$ cat src/rtl/cpu_ctrl_if.sv
// cpu_ctrl_if: sequencer control bundle (run/din/g_nz in, datapath enables out)
interface cpu_ctrl_if #(parameter int DATA_W = 16);
  logic              run;
  logic [DATA_W-1:0] din;
  logic              g_nz;
  logic [7:0]        rin;
  logic [7:0]        rout;
  logic              ain;
  logic              gin;
  logic              gout;
  logic              addsub;
  logic              dinout;
  logic              irin;
  logic              done;
  modport master (output run, din, g_nz,
                  input rin, rout, ain, gin, gout, addsub, dinout, irin, done);
  modport slave  (input run, din, g_nz,
                  output rin, rout, ain, gin, gout, addsub, dinout, irin, done);
endinterface

$ cat src/rtl/cpu_ctrl_fsm.sv
// cpu_ctrl_fsm: T0-T3 instruction sequencer; define CPU_MVNZ_EN to add mvnz (opcode 100)
module cpu_ctrl_fsm #(
  parameter int DATA_W = 16,
  parameter int NREG   = 8
) (
  input logic      clk,
  input logic      resetn,
  cpu_ctrl_if.slave bus
);
  typedef enum logic [1:0] {T0, T1, T2, T3} state_t;
  state_t          state_q, state_d;
  logic [8:0]      ir_q, ir_d;
  logic [2:0]      op, x, y;
  logic [NREG-1:0] x_oh, y_oh;
  logic            unused_in;
  assign {op, x, y} = ir_q;
  assign x_oh = NREG'(1) << x;
  assign y_oh = NREG'(1) << y;
`ifdef CPU_MVNZ_EN
  assign unused_in = ^bus.din[DATA_W-1:9];
`else
  assign unused_in = ^{bus.din[DATA_W-1:9], bus.g_nz};
`endif
  // state and instruction register; reset abandons any in-flight instruction
  always_ff @(posedge clk or negedge resetn) begin
    if (!resetn) begin
      state_q <= T0;
      ir_q    <= '0;
    end else begin
      state_q <= state_d;
      ir_q    <= ir_d;
    end
  end
  // next-state and enable decode from (state, IR)
  always_comb begin
    state_d    = T0;
    ir_d       = ir_q;
    bus.rin    = '0;
    bus.rout   = '0;
    bus.ain    = 1'b0;
    bus.gin    = 1'b0;
    bus.gout   = 1'b0;
    bus.addsub = 1'b0;
    bus.dinout = 1'b0;
    bus.irin   = 1'b0;
    bus.done   = 1'b0;
    case (state_q)
      T0: begin
        bus.irin = bus.run & resetn;
        if (bus.run) begin
          ir_d    = bus.din[8:0];
          state_d = T1;
        end
      end
      T1: begin
        bus.done = 1'b1;
        case (op)
          3'b000: begin
            bus.rout = y_oh;
            bus.rin  = x_oh;
          end
          3'b001: begin
            bus.dinout = 1'b1;
            bus.rin    = x_oh;
          end
          3'b010, 3'b011: begin
            bus.done = 1'b0;
            bus.rout = x_oh;
            bus.ain  = 1'b1;
            state_d  = T2;
          end
`ifdef CPU_MVNZ_EN
          3'b100: begin
            bus.rout = bus.g_nz ? y_oh : '0;
            bus.rin  = bus.g_nz ? x_oh : '0;
          end
`endif
          default: ;
        endcase
      end
      T2: begin
        bus.rout   = y_oh;
        bus.gin    = 1'b1;
        bus.addsub = (op == 3'b011);
        state_d    = T3;
      end
      T3: begin
        bus.gout = 1'b1;
        bus.rin  = x_oh;
        bus.done = 1'b1;
      end
      default: state_d = T0;
    endcase
  end
endmodule
$ cat src/flat_wrapper.sv
// flat-port wrapper written by rule: the top's interface ports become plain ports
module cpu_ctrl_fsm_flat 
#(
  parameter int DATA_W = 16,
  parameter int NREG   = 8
)
  (clk, resetn, bus_run, bus_din, bus_g_nz, bus_rin, bus_rout, bus_ain, bus_gin, bus_gout, bus_addsub, bus_dinout, bus_irin, bus_done);
  cpu_ctrl_if #(.DATA_W(DATA_W)) bus_i ();
  input logic clk;
  input logic resetn;
  input wire logic [$bits(bus_i.run)-1:0] bus_run;
  input wire logic [$bits(bus_i.din)-1:0] bus_din;
  input wire logic [$bits(bus_i.g_nz)-1:0] bus_g_nz;
  output wire logic [$bits(bus_i.rin)-1:0] bus_rin;
  output wire logic [$bits(bus_i.rout)-1:0] bus_rout;
  output wire logic [$bits(bus_i.ain)-1:0] bus_ain;
  output wire logic [$bits(bus_i.gin)-1:0] bus_gin;
  output wire logic [$bits(bus_i.gout)-1:0] bus_gout;
  output wire logic [$bits(bus_i.addsub)-1:0] bus_addsub;
  output wire logic [$bits(bus_i.dinout)-1:0] bus_dinout;
  output wire logic [$bits(bus_i.irin)-1:0] bus_irin;
  output wire logic [$bits(bus_i.done)-1:0] bus_done;
  assign bus_i.run = bus_run;
  assign bus_i.din = bus_din;
  assign bus_i.g_nz = bus_g_nz;
  assign bus_rin = bus_i.rin;
  assign bus_rout = bus_i.rout;
  assign bus_ain = bus_i.ain;
  assign bus_gin = bus_i.gin;
  assign bus_gout = bus_i.gout;
  assign bus_addsub = bus_i.addsub;
  assign bus_dinout = bus_i.dinout;
  assign bus_irin = bus_i.irin;
  assign bus_done = bus_i.done;
  cpu_ctrl_fsm #(.DATA_W(DATA_W), .NREG(NREG)) u_core (.clk(clk), .resetn(resetn), .bus(bus_i));
endmodule
$ cat config.mk
export PLATFORM = sky130hd
export DESIGN_NAME = cpu_ctrl_fsm_flat
export DESIGN_NICKNAME = d
export VERILOG_FILES = /design/src/rtl/cpu_ctrl_if.sv /design/src/rtl/cpu_ctrl_fsm.sv /design/src/flat_wrapper.sv
export SDC_FILE = /design/constraint.sdc
export NUM_CORES = 1
export LEC_CHECK = 0
export BUFFER_PORTS_ARGS = -buffer_cell sky130_fd_sc_hd__buf_4
export CORE_ASPECT_RATIO = 0.8
export CORE_MARGIN = 2
export CORE_UTILIZATION = 38
export DETAILED_ROUTE_END_ITERATION = 10
export PLACE_DENSITY = 0.74
export SLEW_MARGIN = 20
export SYNTH_ARGS = -nofsm -noshare
export SYNTH_HDL_FRONTEND = slang
export SYNTH_SLANG_ARGS = --single-unit
$ cat constraint.sdc
create_clock -name clk -period 1.6 [get_ports clk]
set_input_delay 0.32 -clock clk [delete_from_list [all_inputs] [get_ports clk]]
set_output_delay 0.32 -clock clk [all_outputs]
set_load 0.01 [all_outputs]
# [Yosys cells after proc, flatten, opt, wreduce, memory -nomap -nowiden]
# Cells that the tools add are included.
[word_totals] regBits=11 inputBits=20
[classes] n_eq_ne=6 shifts=2 n_mux=17 bitwise=1 reduce_logical=5
[op_table] op="8-bit case mux with 2 select lines" n=3
[op_table] op="1-bit by 3-bit left shift with 8-bit output (first input constant)" n=2
[op_table] op="1-bit 2-to-1 mux" n=10
[op_table] op="8-bit 2-to-1 mux" n=1
[op_table] op="3-bit by 2-bit == test with 1-bit output (second input constant)" n=2
[op_table] op="2-bit case mux with 3 select lines" n=1
[op_table] op="2-bit == test (second input constant)" n=2
[op_table] op="2-bit OR reduction" n=2
[op_table] op="3-bit by 1-bit == test with 1-bit output (second input constant)" n=1
[op_table] op="3-bit logical NOT" n=1
[op_table] op="2-bit by 1-bit == test with 1-bit output (second input constant)" n=1
[op_table] op="2-bit logical NOT" n=1
[op_table] op="2-bit 2-to-1 mux" n=1
[op_table] op="1-bit case mux with 2 select lines" n=1
[op_table] op="2-bit AND reduction" n=1
[op_table] op="1-bit bitwise AND" n=1

# [Longest topological paths before layout]
# Gate-level depths: netlist of the first run.
[logic_depth] word_depth=4 ltp_mapped=5

# [Worst setup path after synthesis of the first run]
# No wires, ideal clock.
[synth_path] kind="flip-flop to output port" from="register u_core.state_q[1]" to="output bus_rout[0]" arrival_ns=1.446 t_required_ns=1.280 setup_slack_ns=-0.166 stages_incl_launch_ff=5 path_buffers=0 path_cell_list="dfrtp_1 -> inv_1 -> ha_1 -> or3b_1 -> o32ai_2"
[synth_via] elab_chain_cells=2 elab_cells_between_ends=3 cone_classes="eq/ne (2); mux (1)"
[synth_rtl] item="start, declared" line="cpu_ctrl_fsm.sv:11" text="state_t state_q, state_d;"
[synth_rtl] item="start signal, assigned" line="cpu_ctrl_fsm.sv:30" text="state_q <= state_d;"
[synth_rtl] item="2-bit == test / 2-bit by 1-bit == test with 1-bit output (equally long branches)" line="cpu_ctrl_fsm.sv:47" text="case (state_q)"
[synth_rtl] item="8-bit case mux with 2 select lines *" line="cpu_ctrl_fsm.sv:47"
[synth_rtl] item="end, declared" line="flat_wrapper.sv:15" text="output wire logic [$bits(bus_i.rout)-1:0] bus_rout;"
# Mark *: on every way between the ends. The rest lies on a longest branch, timed or not.

# [Worst setup path in the final report of the first run]
# Ends and elaborated chain as after synthesis.

==> parameters.txt, run 1 <==
Parameter                              Value

Run status
  Status ... finished, violations left
  Violations in the final reports ... setup timing

Worst setup path
  Worst EP required ... approximately 1.3 ns
  Data arrival time of the critical path ... roughly 1.8 ns
  Crit-path max FO ... 2
  Category of the worst setup path capture point ... primary output
  Crit path kind ... reg2out
  Launching element type of the critical path ... flip-flop
  Length in cells of the worst reg-to-reg path ... 4

STA
  Final Skew ... approximately 0.0046 ns
  Transition at the pin with the smallest max-transition slack ... 0.508 ns
  Fraction of the cycle the final worst path needs ... 1.31
  Time the worst path needs with I/O delays and setup ... around 2.1 ns
  Setup repair after global routing missed its margin ... yes
  Worst Slack Setup Final ... -0.500 ns
  Hold slack final ... between 0.2 and 0.3 ns
  Setup Viol. Count Final ... 20
  Hold Fails Final Rpt ... 0
  Slew Limit Fails ... 0
  Slew margin rel. ... 0.661
  Setup_tns ... -6.20 ns
  Maximum clock rate ... ~480 MHz

Cells and area
  Nets@finish ... between 150 and 200
  Antenna Cells ... 0
  Post-layout instance area ... approximately 1400 um^2
  Layout area overhead ... 91.4%
  Final design utilization ... 0.753
  Layout cell share with drive strength beyond 1 ... 0.738
  Post-Layout Cell Count ... 154

Pwr
  Worst IR Drop VDD ... around 1.1 mV
  Sum of internal, switching and leakage power ... between 2 and 2.5 mW
  Power per cell area ... around 1600 nW/um^2
  Leak ... 0.614 nW

Yosys
  Yosys warning count ... 0
  Main area contributors after synthesis ... dfrtp_1, mux2_2, ha_1, nor2_1, o32ai_1
  Syn nets ... 94
  Flip-flop and latch count after synthesis ... 11
  Most frequent cells after synthesis ... dfrtp_1, mux2_2, nor2_1
  Fraction of the yosys area taken by sequential cells ... 0.384
  Area share of the largest cell type after synthesis ... 0.384
  Cell count after synthesis ... 70
  Cell taking the most area after synthesis ... dfrtp_1
  Most common cell in the netlist ... dfrtp_1
  Proportion of register bits with asynchronous set or reset after synthesis ... 1.00
  Mean instance size in the synthesized netlist ... ~10 um^2
  Cell area after technology mapping ... between 700 and 800 um^2
  Cell variety after synth ... 24
  Number of synthesized flops with an enable pin ... 0
  Predominant post-synthesis flop cell ... dfrtp_1

Route
  Total wirelength of the detailed-routed design ... approximately 2100 um
  Initial DRC count ... 14
  WL per Instance ... 13.9 um
  Residual antenna-violating net count after detailed routing ... 0
  Via count normalized by instance count ... roughly 5
  Overall via count from detail_route ... 770
  Remaining routing DRC violations ... 0
  1st-pass router iterations ... 4

Placed design
  Worst setup timing slack at the placement stage ... -0.206 ns
  Dpl hpwl ... approximately 1700 um
  Number of port buffers ... 34
  # placed instances ... 147
  Final Wtd Congestion ... 0.788
  Placed instance area ... 1220 um^2

Min path
  Number of stages on the worst hold path ... 2
  HP Class ... in2reg

Clocking
  CTS root buf ... clkbuf_4
  CTS clk-pin slew, worst paths ... ~0.070 ns
  Insertion delay of the later-clocked pin in the worst-skew pair ... ~0.26 ns
  TritonCTS Buffers ... 3
  H-Tree Depth ... 1
  Clock tree from TritonCTS ... yes
  CTS Sinks ... 11
  Clock buffer depth ... 2

Floorplanning
  Number of I/O pins ... 43
  Site Rows ... 14
  Area of the core ... roughly 1800 um^2
  Starting density of the core ... 0.394
  Die footprint ... between 2000 and 2500 um^2
  Width of the die ... 52.6 um
  Vertical die dimension ... roughly 43 um

Global routing
  Number of antenna violations at the first check in global routing ... 0
  Pin count of the biggest net entering global routing ... 12
  Aggregate global routing overflow ... 0
  Vias in the first global route ... around 700
  Total Routing Usage GR ... 0.197
  First-pass GRT wire length ... between 3000 and 4000 um

Flow run
  Max capacitance violation total ... 0
sequential cells by signal, indices dropped and copies added (netlist names):
register / count
u_core.ir_q: 9
u_core.state_q: 2
cell usage in the layout (no fill, tap or decap), types with 2 or more instances in the layout:
master	n
nor2_2	2
dfrtp_1	10
o21ai_0	2
nand2_1	3
o21ai_1	2
clkbuf_4	3
o22ai_2	3
buf_6	9
nand3b_1	2
nor2_1	5
mux2_2	9
ha_4	3
nand2b_1	2
nor2_4	2
inv_2	4
buf_4	46
o32ai_2	3
area by class of cell:
type / count / area [um^2]
Sequential cell: 11 / 277
Clock inverter: 1 / 5.00
Inverter: 4 / 15.0
Fill cell: 136 / 449
Multi-Input combinational cell: 55 / 567
Tap cell: 24 / 30.0
Clock buffer: 3 / 22.5
Timing Repair Buffer: 56 / 457
metal layers:
metal | share of wire | wire length, um | up-vias | GRT usage
met5 | 0 | 0 | - | 0
met4 | 0 | 0 | 0 | 0.0615
met3 | 0.047 | 100 | 0 | 0.0106
met2 | 0.47 | 1010 | 25 | 0.288
met1 | 0.48 | 1030 | 365 | 0.310
li1 | - | - | 380 | -
worst max-delay path, cell delays in order (launching register included):
cell	delay [ns]
dfrtp_1	0.36
inv_2	0.08
ha_4	0.27
or3b_4	0.41
o32ai_4	0.27
buf_6	0.13
power by group:
group          total (mW)  switching, mW  leakage, nW  internal (mW)
logic                1.48          0.685        0.466          0.792
registers           0.557          0.140        0.130          0.417
clock network       0.179         0.0867       0.0177         0.0923
path summary, 6_finish.rpt:
path                                   start                end  slack [ns]
setup / recovery           u_core.state_q[1]        bus_rout[0]       -0.50
max in group asynchronous             resetn     u_core.ir_q[7]        0.68
hold reg to reg               u_core.ir_q[3]     u_core.ir_q[3]        0.57
min in group asynchronous             resetn  u_core.state_q[1]        0.56
setup reg to reg           u_core.state_q[0]     u_core.ir_q[0]        0.16
hold / removal                    bus_din[1]     u_core.ir_q[1]        0.29
kinds of logic after synthesis:
group                      Yosys count  share of synthesized area
AOI/OAI and AO/OA                   14                      0.143
and+or+nand+nor                     28                      0.241
adders and majority gates            4                     0.0698
muxes                                9                      0.141
buffers and inverters                4                     0.0209
DFF                                 11                      0.384
what timing repair did:
action                                  CTS  global route
pin swaps                                 1             6
endpoints found under the setup margin   21            21
setup buffers                             1             2
endpoints found under the hold margin    11             0
gates resized for setup                   8            21
hold buffers                              1             0
Note: power is estimated with default switching activity, not from simulation.
==> inputs of run 2 (changes only) <==
Settings changed: CELL_PAD_IN_SITES_DETAIL_PLACEMENT set to 1, CELL_PAD_IN_SITES_GLOBAL_PLACEMENT set to 1, CORE_UTILIZATION 38 to 27, PLACE_DENSITY 0.74 to not set, PLACE_DENSITY_LB_ADDON set to 0.1, SETUP_SLACK_MARGIN set to 0.4.
==> parameters.txt, run 2 (synthesis results as in run 1) <==
Parameter                              Value

Run status
  Status ... finished, violations left
  Violations in the final reports ... setup timing

Cells and area
  Biggest register ... u_core.ir_q
  Highest-count cells in the layout ignoring fill and taps ... buf_4, buf_6, dfrtp_1
  Largest register FFs ... 9 (unchanged)
  Leading cell type in the layout, fill and taps excluded ... buf_4
  Post-layout instance area ... 1510 um^2 (+9.8%)
  Leading registers by flop count ... u_core.ir_q (9), u_core.state_q (2)
  Nets@finish ... 157 (+1.3%)
  Layout cell share with drive strength beyond 1 ... 0.765 (+0.0267)
  Antenna Cells ... 0 (unchanged)
  Layout area overhead ... 110%

STA
  Time the worst path needs with I/O delays and setup ... 2.09 ns (-0.0145 ns)
  Slew margin rel. ... 0.683 (+0.0220)
  Maximum clock rate ... 479 MHz (+0.70%)
  Hold Fails Final Rpt ... 0 (unchanged)
  Setup repair after global routing missed its margin ... yes
  Final Skew ... 0.000970 ns (-0.00363 ns)
  Hold slack final ... 0.288 ns (+0.00199 ns)
  Slew Limit Fails ... 0 (unchanged)
  Setup_tns ... -7.23 ns (-1.04 ns)
  Fraction of the cycle the final worst path needs ... 1.30 (-0.00907)
  Setup Viol. Count Final ... 22 (+10%)
  Transition at the pin with the smallest max-transition slack ... 0.475 ns (-0.0329 ns)
  Worst Slack Setup Final ... -0.486 ns (+0.0145 ns)

Clocking
  Insertion delay of the later-clocked pin in the worst-skew pair ... 0.26 ns (about the same)
  CTS clk-pin slew, worst paths ... 0.06 ns (about the same)
  Clock tree from TritonCTS ... yes
  H-Tree Depth ... 1 (unchanged)
  TritonCTS Buffers ... 3 (unchanged)
  CTS Sinks ... 11 (unchanged)
  CTS root buf ... clkbuf_4
  Clock buffer depth ... 2 (unchanged)

Pwr
  Part of the total power dissipated in sequential elements ... 0.247 (-0.005)
  Power per cell area ... 1660 nW/um^2 (+2.9%)
  Clk network pwr share ... 0.072 (-0.009)
  Relative contribution of combinational cells to total power ... 0.681 (+0.013)
  Switching part of the total power ... 0.423 (+0.0111)
  Leak ... 0.661 nW (+7.7%)
  Sum of internal, switching and leakage power ... 2.50 mW (+13%)
  Design internal power ... 1.44 mW (+11%)
  Worst IR Drop VDD ... 0.947 mV (-17%)
  Net Switching ... 1.06 mW (+16%)

Worst setup path
  Crit path kind ... reg2out
  Data arrival time of the critical path ... 1.77 ns (about the same)
  Library cell contributing the largest single delay on the critical path ... or3b_4
  Largest stage delay on the critical path ... 0.40 ns (about the same)
  CP delay by family, top ... simple AND/OR/NAND/NOR gates
  Worst EP required ... 1.28 ns (about the same)
  Crit-path max FO ... 2 (unchanged)
  Critical path, cell by cell ... inv_2, ha_4, or3b_4, o32ai_4, buf_6
  Launching element type of the critical path ... flip-flop
  Category of the worst setup path capture point ... primary output
  Sum of buffers and inverters on the critical path ... 2 (unchanged)

Placed design
  Final Wtd Congestion ... 0.702 (-11%)
  Placed instance area ... 1220 um^2 (+0.62%)
  Dpl hpwl ... 1800 um (+8.4%)
  Number of port buffers ... 34 (unchanged)
  Worst setup timing slack at the placement stage ... -0.206 ns (-0.0000330 ns)

Route
  Initial DRC count ... 29 (+15)
  WL per Instance ... 16.0 um (+15%)
  1st-pass router iterations ... 4 (unchanged)
  Remaining routing DRC violations ... 0 (unchanged)
  Residual antenna-violating net count after detailed routing ... 0 (unchanged)
  Via count normalized by instance count ... 4.79 (-4.2%)
  Overall via count from detail_route ... 805 (+4.5%)
  Total wirelength of the detailed-routed design ... 2680 um (+25%)

Global routing
  Aggregate global routing overflow ... 0 (unchanged)
  Vias in the first global route ... 779 (+12%)
  Total Routing Usage GR ... 0.159 (-0.0383)
  First-pass GRT wire length ... 3610 um (+9.4%)
  Pin count of the biggest net entering global routing ... 12 (unchanged)
  Number of antenna violations at the first check in global routing ... 0 (unchanged)

Floorplanning
  Number of I/O pins ... 43 (unchanged)
  Area of the core ... 2480 um^2 (+36%)
  Vertical die dimension ... 50.1 um (+17%)
  Starting density of the core ... 0.289 (-0.105)
  Width of the die ... 61.6 um (+17%)
  Site Rows ... 16 (+2)
  Die footprint ... 3090 um^2 (+37%)

Min path
  HP Class ... in2reg

Flow run
  Max capacitance violation total ... 0 (unchanged)
[run 2: final cells by class]
cell class,instances,area (um^2)
clock buffers,4,26.3
flip-flops and latches,11,277
multi-input cells,56,677
well taps,36,45.0
inverters,4,15.0
fillers,278,975
repair buffers,57,468
[run 2: path summary, 6_finish.rpt]
| path | from | end | slack (ns) | depth (start not counted) |
|---|---|---|---|---|
| min in group asynchronous | resetn | u_core.ir_q[8] | 0.55 | 2 |
| max in group asynchronous | resetn | u_core.ir_q[7] | 0.71 | 2 |
| hold reg to reg | u_core.ir_q[5] | u_core.ir_q[5] | 0.57 | 1 |
| setup reg to reg | u_core.state_q[1] | u_core.ir_q[6] | 0.32 | 5 |
| hold / removal | bus_din[7] | u_core.ir_q[7] | 0.29 | 2 |
| setup / recovery | u_core.state_q[0] | bus_rout[0] | -0.49 | 5 |
[run 2: layer usage]
metal	vias to the layer above	part of all wire	wire length, um	track usage
met5	-	0	0	0
met4	0	0.032	85	0.0745
li1	386	-	-	-
met1	386	0.43	1150	0.230
met3	8	0.035	94	0.0210
met2	25	0.51	1360	0.228
[run 2: per-stage QoR]
step | util | std cells
6_report | 0.607 | 168
5_1_grt | 0.607 | 168
4_1_cts | 0.540 | 162
3_5_place_dp | 0.493 | 156
3_3_place_gp | 0.493 | 156
2_1_floorplan | - | 70
[run 2: what timing repair did]
| item | in CTS | in global routing |
|---|---|---|
| gates resized for setup | 18 | 25 |
| hold buffers | 1 | 0 |
| hold endpoints to repair | 11 | 0 |
| cloned | 0 | 1 |
| buffers inserted | 1 | 5 |
| pin swaps | 8 | 7 |
| setup endpoints to repair | 27 | 33 |
[run 2: power groups by stage]
stage,registers (mW),clock network [mW],logic (mW)
6_report,0.619,0.179,1.70
2_1_floorplan,0.566,0,0.691
5_1_grt,0.638,0.203,1.81
3_3_place_gp,0.575,0,1.21
3_5_place_dp,0.587,0,1.24
4_1_cts,0.590,0.186,1.34
